**src/rtl/tx_pkg.sv**
```systemverilog
// Shared definitions for the transmit stream serializer: FSM state encoding
// and default widths.
package tx_pkg;

  typedef enum logic [0:0] {
    ST_IDLE  = 1'b0,
    ST_SHIFT = 1'b1
  } tx_state_e;

  localparam int TX_DATA_WIDTH = 32;
  localparam int TX_CPB_WIDTH  = 32;

endpackage

```
**src/rtl/tx_bit_timer.sv**
```systemverilog
// Bit-period timer: counts cycles_per_bit clocks per serial bit and flags the
// first and last cycle of each bit. The period is latched when a word loads.
module tx_bit_timer #(
  parameter int CPB_WIDTH = 32
) (
  input  logic                 clk,
  input  logic                 rst_n,
  input  logic                 load,
  input  logic                 run,
  input  logic [CPB_WIDTH-1:0] cycles_per_bit,
  output logic                 bit_stb,
  output logic                 bit_end
);

  localparam logic [CPB_WIDTH-1:0] CPB_ZERO = {CPB_WIDTH{1'b0}};
  localparam logic [CPB_WIDTH-1:0] CPB_ONE  = CPB_WIDTH'(1);

  logic [CPB_WIDTH-1:0] cnt_r;
  logic [CPB_WIDTH-1:0] cpb_r;
  logic [CPB_WIDTH-1:0] cpb_eff_s;

  // A zero period is promoted to one cycle per bit
  always_comb begin
    cpb_eff_s = cycles_per_bit;
    if (cycles_per_bit == CPB_ZERO) begin
      cpb_eff_s = CPB_ONE;
    end else begin
      cpb_eff_s = cycles_per_bit;
    end
  end

  assign bit_stb = run && (cnt_r == CPB_ZERO);
  assign bit_end = run && (cnt_r == (cpb_r - CPB_ONE));

  // Cycle counter and latched bit period
  always_ff @(posedge clk or negedge rst_n) begin
    if (!rst_n) begin
      cnt_r <= CPB_ZERO;
      cpb_r <= CPB_ONE;
    end else if (load) begin
      cnt_r <= CPB_ZERO;
      cpb_r <= cpb_eff_s;
    end else if (run) begin
      cnt_r <= bit_end ? CPB_ZERO : (cnt_r + CPB_ONE);
    end else begin
      cnt_r <= CPB_ZERO;
    end
  end

endmodule

```
**src/rtl/tx_stream_serializer.sv**
```systemverilog
// Word-to-bitstream serializer with a one-word holding register feeding a
// shift register, so consecutive words and frames stream without gaps.
module tx_stream_serializer
  import tx_pkg::*;
#(
  parameter int DATA_WIDTH = TX_DATA_WIDTH,
  parameter int CPB_WIDTH  = TX_CPB_WIDTH
) (
  input  logic                  clk_i,
  input  logic                  rst_ni,
  input  logic [DATA_WIDTH-1:0] data_i,
  input  logic                  valid_i,
  input  logic                  last_i,
  output logic                  ready_o,
  input  logic [CPB_WIDTH-1:0]  cycles_per_bit,
  input  logic                  msb_first_i,
  output logic                  data_o,
  output logic                  valid_o,
  output logic                  bit_stb_o,
  output logic                  frame_end_o,
  output logic                  underrun_o
);

  localparam int BW = $clog2(DATA_WIDTH);
  localparam logic [BW-1:0] BIT_ZERO = {BW{1'b0}};
  localparam logic [BW-1:0] BIT_ONE  = BW'(1);
  localparam logic [BW-1:0] BIT_LAST = BW'(DATA_WIDTH - 1);

  tx_state_e             state_r;
  tx_state_e             state_nxt_s;
  logic [DATA_WIDTH-1:0] hold_data_r;
  logic                  hold_last_r;
  logic                  hold_full_r;
  logic                  hold_full_nxt_s;
  logic                  ready_r;
  logic [DATA_WIDTH-1:0] shift_data_r;
  logic                  shift_last_r;
  logic                  msb_r;
  logic [BW-1:0]         bit_cnt_r;
  logic                  underrun_r;
  logic                  accept_s;
  logic                  load_s;
  logic                  word_end_s;
  logic                  shifting_s;
  logic                  bit_stb_s;
  logic                  bit_end_s;

  assign shifting_s = (state_r == ST_SHIFT);
  assign accept_s   = valid_i && ready_r;
  assign word_end_s = shifting_s && bit_end_s && (bit_cnt_r == BIT_LAST);
  // Transfer requires a full hold, while accept requires an empty one
  assign load_s     = hold_full_r && ((state_r == ST_IDLE) || word_end_s);

  tx_bit_timer #(
    .CPB_WIDTH (CPB_WIDTH)
  ) u_bit_timer (
    .clk            (clk_i),
    .rst_n          (rst_ni),
    .load           (load_s),
    .run            (shifting_s),
    .cycles_per_bit (cycles_per_bit),
    .bit_stb        (bit_stb_s),
    .bit_end        (bit_end_s)
  );

  // Next FSM state
  always_comb begin
    state_nxt_s = state_r;
    case (state_r)
      ST_IDLE: begin
        if (hold_full_r) begin
          state_nxt_s = ST_SHIFT;
        end else begin
          state_nxt_s = ST_IDLE;
        end
      end
      ST_SHIFT: begin
        if (word_end_s && !hold_full_r) begin
          state_nxt_s = ST_IDLE;
        end else begin
          state_nxt_s = ST_SHIFT;
        end
      end
      default: state_nxt_s = ST_IDLE;
    endcase
  end

  // Hold occupancy after this edge
  always_comb begin
    hold_full_nxt_s = hold_full_r;
    if (accept_s) begin
      hold_full_nxt_s = 1'b1;
    end else if (load_s) begin
      hold_full_nxt_s = 1'b0;
    end else begin
      hold_full_nxt_s = hold_full_r;
    end
  end

  // FSM state, holding register and ready flag
  always_ff @(posedge clk_i or negedge rst_ni) begin
    if (!rst_ni) begin
      state_r     <= ST_IDLE;
      hold_data_r <= {DATA_WIDTH{1'b0}};
      hold_last_r <= 1'b0;
      hold_full_r <= 1'b0;
      ready_r     <= 1'b0;
    end else begin
      state_r     <= state_nxt_s;
      hold_full_r <= hold_full_nxt_s;
      ready_r     <= !hold_full_nxt_s;
      if (accept_s) begin
        hold_data_r <= data_i;
        hold_last_r <= last_i;
      end else begin
        hold_data_r <= hold_data_r;
        hold_last_r <= hold_last_r;
      end
    end
  end

  // Shift register, bit counter and underrun pulse
  always_ff @(posedge clk_i or negedge rst_ni) begin
    if (!rst_ni) begin
      shift_data_r <= {DATA_WIDTH{1'b0}};
      shift_last_r <= 1'b0;
      msb_r        <= 1'b0;
      bit_cnt_r    <= BIT_ZERO;
      underrun_r   <= 1'b0;
    end else begin
      underrun_r <= word_end_s && !hold_full_r && !shift_last_r;
      if (load_s) begin
        shift_data_r <= hold_data_r;
        shift_last_r <= hold_last_r;
        msb_r        <= msb_first_i;
        bit_cnt_r    <= BIT_ZERO;
      end else if (word_end_s) begin
        shift_last_r <= 1'b0;
        bit_cnt_r    <= BIT_ZERO;
      end else if (shifting_s && bit_end_s) begin
        shift_data_r <= msb_r ? {shift_data_r[DATA_WIDTH-2:0], 1'b0}
                              : {1'b0, shift_data_r[DATA_WIDTH-1:1]};
        bit_cnt_r    <= bit_cnt_r + BIT_ONE;
      end else begin
        shift_data_r <= shift_data_r;
        bit_cnt_r    <= bit_cnt_r;
      end
    end
  end

  assign ready_o     = ready_r;
  assign valid_o     = shifting_s;
  assign data_o      = shifting_s && (msb_r ? shift_data_r[DATA_WIDTH-1] : shift_data_r[0]);
  assign bit_stb_o   = bit_stb_s;
  assign frame_end_o = shifting_s && shift_last_r && (bit_cnt_r == BIT_LAST);
  assign underrun_o  = underrun_r;

endmodule

```
**config.mk**
```make
export PLATFORM = sky130hd
export DESIGN_NAME = tx_stream_serializer
export DESIGN_NICKNAME = d
export VERILOG_FILES = /design/src/rtl/tx_pkg.sv /design/src/rtl/tx_bit_timer.sv /design/src/rtl/tx_stream_serializer.sv
export SDC_FILE = /design/constraint.sdc
export NUM_CORES = 1
export LEC_CHECK = 0
export BUFFER_PORTS_ARGS = -buffer_cell sky130_fd_sc_hd__buf_2
export CAP_MARGIN = 0
export CORE_MARGIN = 2
export CORE_UTILIZATION = 65
export DETAILED_ROUTE_END_ITERATION = 8
export PLACE_DENSITY = 0.84
export SYNTH_ARGS = -nofsm -noshare
export SYNTH_HDL_FRONTEND = slang
export SYNTH_SLANG_ARGS = --single-unit
```
**constraint.sdc**
```tcl
create_clock -name clk_i -period 7.3 [get_ports clk_i]
set_input_delay 0.73 -clock clk_i [delete_from_list [all_inputs] [get_ports clk_i]]
set_output_delay 0.73 -clock clk_i [all_outputs]
set_load 0.01 [all_outputs]
```
==> results of run 1 <==
-- critical path: cells and delay by family (launching register included) --
family | cells | cell delay [ns]
adders and majority gates | 1 | 0.22
DFF | 1 | 0.45
AOI/OAI and AO/OA | 5 | 2.23
buffers and inverters | 2 | 0.40
and+or+nand+nor | 4 | 1.25
-- sequential cells by signal, summed over array words and instances (netlist names), 5 cells and up --
signal / cells
bit_cnt_r: 5
u_bit_timer.cpb_r: 32
hold_data_r: 32
u_bit_timer.cnt_r: 32
shift_data_r: 32
-- layer usage --
metal / vias up / share of wire (%)
li1: 2957 / -
met1: 3153 / 42
met2: 254 / 50
met3: 48 / 5.5
met4: 0 / 2.5
met5: - / 0
-- layout make-up --
cell class,instances,area [um2]
flip-flops and latches,140,3500
clock inverters,11,154
well taps,168,210
multi-input cells,580,4260
fillers,812,2970
inverters,16,60.1
clock buffers,21,480
repair buffers,81,429
-- where the power goes --
| part | leakage (nW) | switching (mW) | internal, mW | total (mW) |
|---|---|---|---|---|
| sequential | 1.75 | 0.213 | 0.957 | 1.17 |
| clock | 0.307 | 0.347 | 0.578 | 0.924 |
| combinational | 2.19 | 0.235 | 0.287 | 0.523 |
-- Yosys cell counts, drive strengths merged, types with 3 or more instances --
master,instances,share of area [%]
a211oi,3,0.28
a21o,34,3.2
a21oi,6,0.37
a22o,30,3.2
a31o,5,0.54
and2,3,0.23
and3,10,0.77
buf,14,1.7
clkbuf,36,1.7
dfrtp,139,43
ha,5,0.77
inv,16,0.74
mux2,66,10
mux2i,34,4.2
nand2,52,2.4
nand2b,6,0.46
nand3,19,1.2
nand4,19,1.5
nor2,68,3.2
nor2b,10,0.77
nor3,15,0.99
nor4,31,2.5
nor4b,3,0.40
o211ai,3,0.28
o21a,3,0.28
o21ai,42,2.6
o22ai,3,0.23
o31a,3,0.34
or2,3,0.26
or3,7,0.57
or4,10,1.0
xnor2,34,3.7
xor2,27,2.9
-- worst max-delay path by stage --
stage                                   endpoint  slack [ns]  cells past startpoint
3_3_place_gp         shift_data_r[0]$_DFFE_PN0P_        2.80                     12
4_1_cts             shift_data_r[31]$_DFFE_PN0P_        2.67                     12
3_5_place_dp        shift_data_r[31]$_DFFE_PN0P_        2.70                     12
5_1_grt             shift_data_r[31]$_DFFE_PN0P_        2.16                     10
6_report            shift_data_r[31]$_DFFE_PN0P_        2.63                     12
2_1_floorplan  u_bit_timer.cpb_r[10]$_DFFE_PN0P_        3.64                     14
-- per-stage QoR --
step / instances / power (mW) / util, % / cell area (um2) / hold slack [ns]
CTS: 1017 / 2.62 / 75.4 / 9090 / 0.314
finish: 1017 / 2.62 / 75.4 / 9090 / 0.294
detailed placement: 985 / 1.69 / 70.1 / 8460 / 0.457
global placement: 985 / 1.65 / 70.1 / 8460 / 0.456
global route: 1017 / 2.73 / 75.4 / 9090 / 0.351
floorplan: 787 / 1.52 / - / 8090 / 0.420
-- cell usage in the layout, fill, tap and decap left out, drive strengths merged, types with 5 or more instances in the layout --
cell	Yosys	final
inv	16	19
or4	10	10
and3	10	10
ha	5	5
nor2b	10	10
a21oi	6	6
a21o	34	34
nor3	15	15
nand2	52	52
a22o	30	30
buf	14	81
xnor2	34	34
a31o	5	5
xor2	27	27
nand4	19	19
nor2	68	68
o21ai	42	42
or3	7	7
dfrtp	139	139
mux2	66	66
mux2i	34	34
nor4	31	31
nand2b	6	6
clkbuf	36	21
nand3	19	19
-- cells by family (layout without fill, tap and decap cells) --
kind of cell               Yosys count  in the layout
buffers and inverters               67            129
muxes                              100            100
AOI/OAI and AO/OA                  147            147
DFF                                140            140
xor gates and xnor gates            61             61
adders and majority gates            5              5
and+or+nand+nor                    267            267
==> impl_metrics.py, run 1 <==
metrics = {
    "timing": {
        "relSlewSlack_pct": 15.1,
        "setup_viol": 0,
        "fin_ws_ns": 2.63,
        "finalSetupTns_ns": 0,
        "slew_violations": 0,
        "post-route-min-period_ns": 4.67,
        "fin_skew_ns": 0.0100,
        "timing_hold_violations_final": 0,
        "max_freq_mhz": 214,
        "tightestPinTransition_ns": 1.27,
        "post-route-period-util_pct": 64.0,
        "grt_setup_unrepaired": "no",
    },
    "worst_setup_path": {
        "crit_slowest_cell": "o31ai_4",
        "cp_cell_sequence": "inv_1, ha_1, nor4b_2, or2b_1, o311ai_0, o22ai_1, nor4_1, nand4_1, o31ai_4, o21ai_2, buf_4, a221oi_1",
        "arrival_ns": 4.99,
        "slowest_delay_ns": 1.14,
        "cp_max_fo": 32,
        "critPathLaunchType": "register",
        "r2r.worst_path.cells": 12,
        "critPathRequiredTime_ns": 7.61,
        "crit_path_start": "u_bit_timer.cpb_r[1]$_DFFE_PN0P_",
        "cp-end-kind": "register",
        "reg2reg_setup_slack_ns": 2.63,
        "rr_endpoint": "shift_data_r[31]$_DFFE_PN0P_",
        "path_class": "reg2reg",
        "rr_startpoint": "u_bit_timer.cpb_r[1]$_DFFE_PN0P_",
    },
    "placement": {
        "dpl.hpwl_mm": 13.4,
        "pre_cts_ws_ns": 2.70,
        "gp_congestion": 0.930,
        "numPortBuffers": 74,
    },
    "yosys": {
        "synthArstFlopShare_pct": 100,
        "yosysUniqueCellTypes": 72,
        "synth-simple-area-share_pct": 17.4,
        "synth_nets": 861,
        "synth_top_family_by_area": "simple AND/OR/NAND/NOR gates",
        "post_synth.cell_area_avg_um2": 10.3,
        "syn-instance-count": 787,
        "synthMuxAreaShare_pct": 14.7,
        "synth.cell_area_um2": 8090,
        "synth-compound-area-share_pct": 12.9,
        "yosysSeqAreaShare_pct": 43.3,
        "synth-main-ff-cell": "dfrtp_1",
        "synth_warnings": 0,
        "synth_fa_ha_area_share_pct": 0.774,
        "synth-edff-count": 0,
        "postSynthRegisterBits": 140,
        "synth_xor_area_share_pct": 6.61,
    },
    "clock_network": {
        "cts.sinks": 140,
        "hold_buffers": 0,
        "post_cts_resized": 0,
        "clk_pin_slew_worst_paths_ns": 0.06,
        "cts.path.max_buffers": 2,
        "postCtsSetupRepairBufs": 0,
        "h-tree-depth": 4,
        "clock_latency_ns": 0.42,
        "cts_root_buffer": "clkbuf_16",
        "cts_tree": "done",
        "numCtsBuffers": 17,
    },
    "floorplan": {
        "design.die.area_um2": 13300,
        "die_h_um": 116,
        "die_w_um": 116,
        "start_util_pct": 67.0,
        "rows": 40,
        "core-area_um2": 12100,
        "ios": 75,
    },
    "grt": {
        "grt_first_pass_wirelength_mm": 32.4,
        "grt.total_usage_pct": 31.2,
        "grt_overflow": 0,
        "antenna_found_initial": 0,
        "use_met1_pct": 39.8,
        "grt_pass1_vias": 6586,
        "grt_max_degree": 77,
        "grt_util_met2_pct": 53.4,
        "met3_usage_pct": 6.01,
        "grt_busiest_layer": "met2",
    },
    "detailed_routing": {
        "wl_mm": 19.8,
        "drt-wirelength-per-cell_um": 19.5,
        "vias_per_cell": 6.30,
        "num_vias": 6412,
        "antenna_left": 0,
        "drt_pass1_iterations": 5,
        "drc_errors": 0,
        "drt-initial-drc-count": 472,
    },
    "final_layout": {
        "area_delta_synth_final_pct": 12.5,
        "finish.net_count": 910,
        "drive_above_1_share_pct": 24.3,
        "n_antenna_cell": 0,
    },
    "run_status": {
        "status": "completed",
    },
    "pwr": {
        "peakVddDrop_v": 0.000322,
        "cellLeakagePower_nw": 4.24,
        "p_per_area_nw_per_um2": 288,
    },
    "run": {
        "max_cap_violations": 0,
    },
    "worst_hold_path": {
        "hold_class": "in2async",
    },
}
No activity file was read; power rests on OpenSTA's default activity.
==> run 2, diff against run 1 <==
--- a/config.mk
+++ b/config.mk
@@ -8,9 +8,9 @@
 export BUFFER_PORTS_ARGS = -buffer_cell sky130_fd_sc_hd__buf_2
 export CAP_MARGIN = 0
 export CORE_MARGIN = 2
-export CORE_UTILIZATION = 65
+export CORE_UTILIZATION = 60
 export DETAILED_ROUTE_END_ITERATION = 8
-export PLACE_DENSITY = 0.84
+export PLACE_DENSITY = 0.78
 export SYNTH_ARGS = -nofsm -noshare
 export SYNTH_HDL_FRONTEND = slang
 export SYNTH_SLANG_ARGS = --single-unit
==> constraint.sdc (replaced) <==
create_clock -name clk_i -period 4.8 [get_ports clk_i]
set_input_delay 0.48 -clock clk_i [delete_from_list [all_inputs] [get_ports clk_i]]
set_output_delay 0.48 -clock clk_i [all_outputs]
set_load 0.01 [all_outputs]
==> run 2 against run 1 <==
  * Clock power is 33% higher
  * Final cell count increased by 1.2%
  * Via count fell by 1.5%
  * Die area increased by 8.0%
  * Largest power group unchanged
  * Highest routed layer unchanged
==> impl_metrics.py, run 2 (synthesized netlist as in run 1, its figures left out) <==
metrics = {
    "run_status": {
        "status": "completed",
    },
    "timing": {
        "timing_hold_violations_final": 0,
        "tightestPinTransition_ns": 1.21,
        "setup_viol": 0,
        "slew_violations": 0,
        "hold_slack_ns": 0.126,
        "finalSetupTns_ns": 0,
        "fin_skew_ns": 0.0110,
        "post-route-min-period_ns": 4.47,
        "fin_ws_ns": 0.334,
        "grt_setup_unrepaired": "no",
        "post-route-period-util_pct": 93.0,
        "relSlewSlack_pct": 19.3,
        "max_freq_mhz": 224,
    },
    "detailed_routing": {
        "num_vias": 6313,
        "drt-wirelength-per-cell_um": 18.4,
        "drc_errors": 0,
        "antenna_left": 0,
        "drt_pass1_iterations": 6,
        "drt-initial-drc-count": 534,
        "wl_mm": 18.9,
        "vias_per_cell": 6.14,
    },
    "clock_network": {
        "cts_tree": "done",
        "numCtsBuffers": 17,
        "cts_root_buffer": "clkbuf_16",
        "postCtsSetupRepairBufs": 0,
        "clock_latency_ns": 0.43,
        "cts.path.max_buffers": 2,
        "hold_buffers": 0,
        "post_cts_resized": 0,
        "h-tree-depth": 4,
        "cts.sinks": 140,
        "clk_pin_slew_worst_paths_ns": 0.06,
    },
    "grt": {
        "grt_max_degree": 99,
        "grt.total_usage_pct": 27.5,
        "grt_pass1_vias": 6383,
        "grt_overflow": 0,
        "antenna_found_initial": 0,
        "grt_first_pass_wirelength_mm": 31.3,
    },
    "worst_setup_path": {
        "rr_startpoint": "u_bit_timer.cpb_r[1]$_DFFE_PN0P_",
        "reg2reg_setup_slack_ns": 0.33,
        "cp_max_fo": 34,
        "critPathLaunchType": "register",
        "arrival_ns": 4.77,
        "critPathRequiredTime_ns": 5.11,
        "rr_endpoint": "u_bit_timer.cpb_r[13]$_DFFE_PN0P_",
        "path_class": "reg2reg",
        "r2r.worst_path.cells": 11,
        "cp-end-kind": "register",
    },
    "final_layout": {
        "layout_commonest_cell": "dfrtp_1",
        "area_delta_synth_final_pct": 12.1,
        "finish.utilization_pct": 68.7,
        "mostFrequentLayoutCells": "138 x dfrtp_1, 73 x buf_2, 68 x nor2_1",
        "n_antenna_cell": 0,
        "drive_above_1_share_pct": 24.7,
        "nFillCells": 1018,
        "finish.net_count": 914,
    },
    "placement": {
        "numPortBuffers": 74,
        "dpl.hpwl_mm": 13.0,
        "gp_congestion": 0.911,
        "pre_cts_ws_ns": 0.405,
    },
    "floorplan": {
        "rows": 42,
        "die_w_um": 120,
        "start_util_pct": 61.3,
        "design.die.area_um2": 14400,
        "core-area_um2": 13200,
        "ios": 75,
        "die_h_um": 120,
    },
    "pwr": {
        "peakVddDrop_v": 0.000302,
        "power_mw": 3.78,
        "cellLeakagePower_nw": 4.22,
        "p_per_area_nw_per_um2": 417,
    },
    "worst_hold_path": {
        "hold_class": "in2async",
    },
    "run": {
        "max_cap_violations": 0,
    },
}
run 2: final cells by class:
class | count | area [um2] | area share (%)
Multi-Input combinational cell | 580 | 4260 | 47.0
Sequential cell | 140 | 3510 | 38.7
Timing Repair Buffer | 85 | 459 | 5.07
Clock buffer | 19 | 453 | 5.00
Tap cell | 176 | 220 | 2.43
Clock inverter | 13 | 106 | 1.17
Inverter | 16 | 60.1 | 0.663
run 2: how the worst max path moves through the flow:
stage	from	to	slack, ns	cells after the start
after detailed placement	u_bit_timer.cpb_r[1]$_DFFE_PN0P_	u_bit_timer.cpb_r[13]$_DFFE_PN0P_	0.41	11
after floorplan	u_bit_timer.cpb_r[0]$_DFFE_PN1P_	u_bit_timer.cpb_r[10]$_DFFE_PN0P_	1.14	14
after CTS	u_bit_timer.cpb_r[1]$_DFFE_PN0P_	u_bit_timer.cpb_r[13]$_DFFE_PN0P_	0.36	11
after global placement	u_bit_timer.cpb_r[1]$_DFFE_PN0P_	u_bit_timer.cpb_r[13]$_DFFE_PN0P_	0.51	11
final	u_bit_timer.cpb_r[1]$_DFFE_PN0P_	u_bit_timer.cpb_r[13]$_DFFE_PN0P_	0.33	11
after global routing	u_bit_timer.cpb_r[1]$_DFFE_PN0P_	u_bit_timer.cpb_r[14]$_DFFE_PN0P_	0.03	11
run 2: through the flow:
stage	cells	cell area, um2
final	1029	9060
after global placement	997	8500
after floorplan	787	8090
after CTS	1029	9060
after global routing	1029	9060
after detailed placement	997	8500
run 2: routing by layer:
layer	track usage, %	vias to the layer above	wire (um)
met5	0	-	0
met4	8.24	0	316
met3	5.85	25	980
met2	47.5	173	9510
met1	34.8	3150	8090
li1	-	2965	-
run 2: power by group:
part	total, mW	internal [mW]	switching, mW
clock network	1.23	0.697	0.538
registers	1.79	1.46	0.332
logic	0.753	0.438	0.315
run 2: critical path, stage by stage, from the launching register on:
cell and delay, ns:
dfrtp_1 0.44, inv_1 0.10, ha_1 0.21, nor4b_2 0.45, nand4_2 0.30, o41ai_1 0.33
nand4_1 0.18, nor4_1 0.32, nand4_1 0.30, or4_4 0.62, a21bo_2 0.60, mux2_4 0.45
